`src/rtl/serial_mag_cmp_pkg.sv`:
```
// Shared definitions for the serial magnitude comparator: the one-hot
// {gt,eq,lt} result codes and the controller state type.
package cmp_pkg;

    localparam logic [2:0] CMP_GT   = 3'b100;
    localparam logic [2:0] CMP_EQ   = 3'b010;
    localparam logic [2:0] CMP_LT   = 3'b001;
    localparam logic [2:0] CMP_NONE = 3'b000;

    typedef enum logic [1:0] {
        IDLE = 2'd0,
        RUN  = 2'd1,
        DONE = 2'd2
    } cmp_state_t;

endpackage

```
`src/rtl/serial_mag_cmp_slice.sv`:
```
// 4-bit magnitude compare slice with cascade input, functionally the same
// as a 74HC85: a strict difference in this nibble decides, otherwise the
// verdict of the less significant nibbles (cascade input) passes through.
module cmp4_slice
    import cmp_pkg::*;
(
    input  logic [3:0] a,
    input  logic [3:0] b,
    input  logic [2:0] i,
    output logic [2:0] o
);

    // Local nibble decides on inequality, otherwise forward the cascade.
    always_comb begin
        o = i;
        if (a > b) begin
            o = CMP_GT;
        end else if (a < b) begin
            o = CMP_LT;
        end
    end

endmodule

```
`src/rtl/serial_mag_cmp.sv`:
```
// Serial wide magnitude comparator: walks the operands one nibble per clock,
// LSB nibble first, feeding each slice result back as the cascade input of
// the next more significant nibble. Start/busy/done handshake, registered
// outputs only.
module serial_mag_cmp
    import cmp_pkg::*;
#(
    parameter int NIBBLES = 2
) (
    input  logic                   clk,
    input  logic                   rst,
    input  logic                   start,
    input  logic [4*NIBBLES-1:0]   a,
    input  logic [4*NIBBLES-1:0]   b,
    output logic                   busy,
    output logic                   done,
    output logic [2:0]             y
);

    localparam int W     = 4 * NIBBLES;
    // A single-nibble compare still needs a one-bit index register.
    localparam int IDX_W = (NIBBLES > 1) ? $clog2(NIBBLES) : 1;
    localparam logic [IDX_W-1:0] LAST_IDX = IDX_W'(NIBBLES - 1);

    cmp_state_t       state;
    logic [W-1:0]     a_q;
    logic [W-1:0]     b_q;
    logic [2:0]       casc;
    logic [IDX_W-1:0] idx;

    logic [3:0]       a_nib [NIBBLES];
    logic [3:0]       b_nib [NIBBLES];
    logic [3:0]       a_sel;
    logic [3:0]       b_sel;
    logic [2:0]       slice_out;

    // Split the latched operands into nibbles for the index-driven mux.
    generate
        for (genvar gi = 0; gi < NIBBLES; gi++) begin : g_nib
            assign a_nib[gi] = a_q[4*gi +: 4];
            assign b_nib[gi] = b_q[4*gi +: 4];
        end
    endgenerate

    assign a_sel = a_nib[idx];
    assign b_sel = b_nib[idx];

    cmp4_slice u_slice (
        .a (a_sel),
        .b (b_sel),
        .i (casc),
        .o (slice_out)
    );

    // Controller: operand capture, nibble sequencing and registered outputs.
    always_ff @(posedge clk) begin
        if (rst) begin
            state <= IDLE;
            a_q   <= '0;
            b_q   <= '0;
            casc  <= CMP_EQ;
            idx   <= '0;
            busy  <= 1'b0;
            done  <= 1'b0;
            y     <= CMP_NONE;
        end else begin
            case (state)
                IDLE: begin
                    if (start) begin
                        a_q   <= a;
                        b_q   <= b;
                        casc  <= CMP_EQ;
                        idx   <= '0;
                        busy  <= 1'b1;
                        state <= RUN;
                    end
                end
                RUN: begin
                    casc <= slice_out;
                    if (idx == LAST_IDX) begin
                        // Most significant nibble: the slice output is the
                        // final verdict, so publish it directly.
                        idx   <= '0;
                        busy  <= 1'b0;
                        done  <= 1'b1;
                        y     <= slice_out;
                        state <= DONE;
                    end else begin
                        idx <= idx + IDX_W'(1);
                    end
                end
                DONE: begin
                    done  <= 1'b0;
                    state <= IDLE;
                end
                default: begin
                    busy  <= 1'b0;
                    done  <= 1'b0;
                    state <= IDLE;
                end
            endcase
        end
    end

endmodule

```
`config.mk`:
```
export PLATFORM = sky130hd
export DESIGN_NAME = serial_mag_cmp
export DESIGN_NICKNAME = d
export VERILOG_FILES = /design/src/rtl/serial_mag_cmp_pkg.sv /design/src/rtl/serial_mag_cmp_slice.sv /design/src/rtl/serial_mag_cmp.sv
export SDC_FILE = /design/constraint.sdc
export NUM_CORES = 1
export LEC_CHECK = 0
export CAP_MARGIN = 0
export CORE_UTILIZATION = 49
export CTS_BUF_LIST = sky130_fd_sc_hd__clkbuf_16
export DETAILED_ROUTE_END_ITERATION = 6
export GPL_ROUTABILITY_DRIVEN = 0
export PLACE_DENSITY = 0.88
export RECOVER_POWER = 25
export SYNTH_ARGS = -nofsm -noshare
export SYNTH_HDL_FRONTEND = slang
export SYNTH_SLANG_ARGS = --single-unit
```
`constraint.sdc`:
```
create_clock -name clk -period 2.15 [get_ports clk]
set_input_delay 0.215 -clock clk [delete_from_list [all_inputs] [get_ports clk]]
set_output_delay 0.215 -clock clk [all_outputs]
set_load 0.02 [all_outputs]
```
==> out/metrics.cfg <==
[status]
status=complete, no violations

[hold_path]
holdPathEnd=a_q[5]$_SDFFE_PP0P_
hold_class=register to register
hp-start=a_q[5]$_SDFFE_PP0P_
hold_path_depth=2

[power]
p_sw_w=0.0002974
comb_power_share_pct=18.2
seq_power_share_pct=47.0
peakVddDrop_uv=923.1
power_density_nw_per_um2=788.8
leakagePower_nw=0.5867
intPower_w=0.0008898
pwr-share-clk_pct=34.8
swShare_pct=25.05

[run]
max_cap_viol_count=0

[sta]
drv_slew=0
fin_crit_sh_pct=87.58
period_needed_ns=1.883
setup_tns_ns=0
setup_viol=0
tightest_slew_ns=0.5949
finalHoldViolations=0
skew_ns=0.003367
rsz0062_at_grt=no
fmax_mhz=531.1
slew_headroom_pct=60.34

[die]
die_area_sq_um=2621
fp-row-count=17
die_h_um=51.20
start_util_pct=52.61
io_pins=24
fp.dieW_um=51.20
core_area_sq_um=2255

[critical_path]
crit_start=idx$_SDFFE_PP0P_
required_ns=2.32
path_buf_inv=1
rr_startpoint=idx$_SDFFE_PP0P_
path_delay_family=compound AO/OA/AOI/OAI gates
crit_fanout=7
reg2reg_to=casc[0]$_SDFFE_PP0P_
r2r_slack_ns=0.27
cp_slowest_cell=dfxtp_2
cp.arrival_ns=2.05
start_kind=register
cp_cell_sequence=buf_4 -> mux2i_1 -> ha_1 -> a21oi_1 -> o21ai_0 -> a211oi_1
max_stage_delay_ns=0.41
critPathCaptureType=register
reg2reg_depth=6
worstSetupPathType=register to register

[clock_tree]
cts_buffers=3
cts-resized-gates=0
path_clk_slew_ns=0.06
cts_tree=built
cts_max_path_buffers=2
clock_sinks=27
ctsHoldBuffers=0
cts_setup_buffers=0
clk_latency_ns=0.26
ctsHtreeMaxLevel=1
cts_root_buffer=clkbuf_16

[global_routing]
grt_pass1_vias=1010
grt-ovfl-total=0
grt_use_total_pct=21.45
grt_max_degree=19
antenna_found_initial=0
grt_pass1_wl_um=4167

[route]
routed_wl_um=2447
wirelength_met1_um=1086
avgRoutedWirePerCell_um=13.02
antenna_left=0
routed.top_layer=met3
vias=1016
viasPerCell=5.404
wl_met3_um=118
route.detailed.drc=0
wl_met2_um=1242
firstDrtPassIters=4
drtIter0Drc=7

[place]
hpwl_um=1719
io_buffers=23

[synthesis]
ys_warn_count=0
netlist-cell-type-count=32
ys_seq_elements=27
synth_top_area_share_pct=45.57
synth_cells=137
synthesis.area_sq_um=1186
syn_avg_cell_area_sq_um=8.658
yosysTopAreaCell=dfxtp_1
synthTopCellsByArea=dfxtp_1 (46%), nand2_1 (11%), a21oi_1 (11%)
synth_fp_nets=160
seq_area_frac_synth_pct=45.57

[finish]
nNetsFinal=184
area_growth_pct=26.90
fin_util_pct=66.76
drive_gt1_share_pct=9.375
antenna_cells=0

[cell usage after synthesis]
| master | n |
|---|---|
| or2_1 | 1 |
| o41ai_1 | 1 |
| buf_4 | 1 |
| o21ai_0 | 2 |
| buf_6 | 2 |
| or2b_1 | 1 |
| a32o_1 | 1 |
| nand3b_1 | 1 |
| nand2b_1 | 2 |
| a21oi_1 | 26 |
| mux2i_1 | 4 |
| nor2_2 | 1 |
| inv_1 | 4 |
| a21oi_2 | 1 |
| buf_2 | 1 |
| nand4_1 | 1 |
| nor2b_4 | 1 |
| nand2_1 | 35 |
| o21bai_1 | 1 |
| ha_1 | 4 |
| nor3b_1 | 1 |
| nand3_1 | 2 |
| o32a_1 | 1 |
| mux2_2 | 4 |
| nor2_1 | 3 |
| o31ai_1 | 1 |
| a211oi_1 | 2 |
| nand2b_4 | 1 |
| o21a_1 | 1 |
| buf_1 | 2 |
| clkbuf_1 | 1 |
| dfxtp_1 | 27 |
[sequential cells by signal (all words and copies together) (netlist names)]
register and cells:
busy 1, b_q 8, casc 3, done 1
y 3, state 2, a_q 8, idx 1
[worst max path at each step]
stage | end | slack (ns) | depth (start not counted)
4_1_cts | casc[0]$_SDFFE_PP0P_ | 0.15 | 6
6_report | casc[0]$_SDFFE_PP0P_ | 0.27 | 6
3_3_place_gp | y[1]$_SDFFE_PP0P_ | 0.35 | 5
5_1_grt | casc[0]$_SDFFE_PP0P_ | 0.11 | 6
2_1_floorplan | y[2]$_SDFFE_PP0P_ | 0.31 | 6
3_5_place_dp | casc[0]$_SDFFE_PP0P_ | 0.20 | 5
[cells by family after synthesis]
logic type,Yosys count,share of synthesized area (%)
AND/OR/NAND/NOR,50,19.73
multiplexers,8,7.173
adder cells (fa/ha/maj),4,4.220
AO/OA/AOI/OAI,37,18.14
flip-flops,27,45.57
buffers and inverters,11,5.168
[placed cells by master (no fill, tap or decap), drive strengths merged, types with 2 or more instances in the layout]
cell type,instances
ha,4
nor2,4
dfxtp,27
nand2b,3
clkbuf,4
inv,4
a211oi,2
dlygate4sd3,5
o21ai,2
mux2,4
nand2,35
clkdlybuf4s50,18
buf,2
nand3,2
a21oi,27
mux2i,4
[tightest hold or removal path, cell delays in order, from the launching register on]
cell and delay, ns:
dfxtp_1 0.31, nand2_1 0.05, a21oi_1 0.05
[metrics by stage]
stage	setup WS, ns	cell area [sq um]	hold slack, ns	total power (W)	cells
CTS	0.1499	1508	0.4582	0.001200	188
finish	0.2670	1505	0.4546	0.001187	188
floorplan	0.3145	1186	0.3510	0.0007138	137
detailed placement	0.1983	1428	0.4487	0.0007839	184
global route	0.1075	1505	0.4882	0.001250	188
global placement	0.3499	1428	0.4486	0.0007763	184
[area by class of cell]
type / instances / area, sq um
clock inverter: 1 / 5.005
inverter: 4 / 15.01
timing repair buffer: 26 / 249.0
fill: 197 / 749.5
multi-input combinational: 99 / 584.3
tap: 28 / 35.03
sequential: 27 / 541.8
clock buffer: 3 / 75.07
[layer usage]
layer  global-route usage [%]  vias up
met5                        0        -
met4                    3.704        0
met3                    6.548        0
met2                    38.82       22
met1                    24.81      478
li1                         -      516
[power by group through the flow]
stage / combinational (W) / clock [W] / sequential [W]
final: 0.000216 / 0.000413 / 0.000558
after global routing: 0.000244 / 0.000443 / 0.000563
after CTS: 0.000219 / 0.000423 / 0.000558
after detailed placement: 0.000216 / 0 / 0.000568
after global placement: 0.000208 / 0 / 0.000568
after floorplan: 0.000148 / 0 / 0.000565
Note: power is estimated with default switching activity, not from simulation.
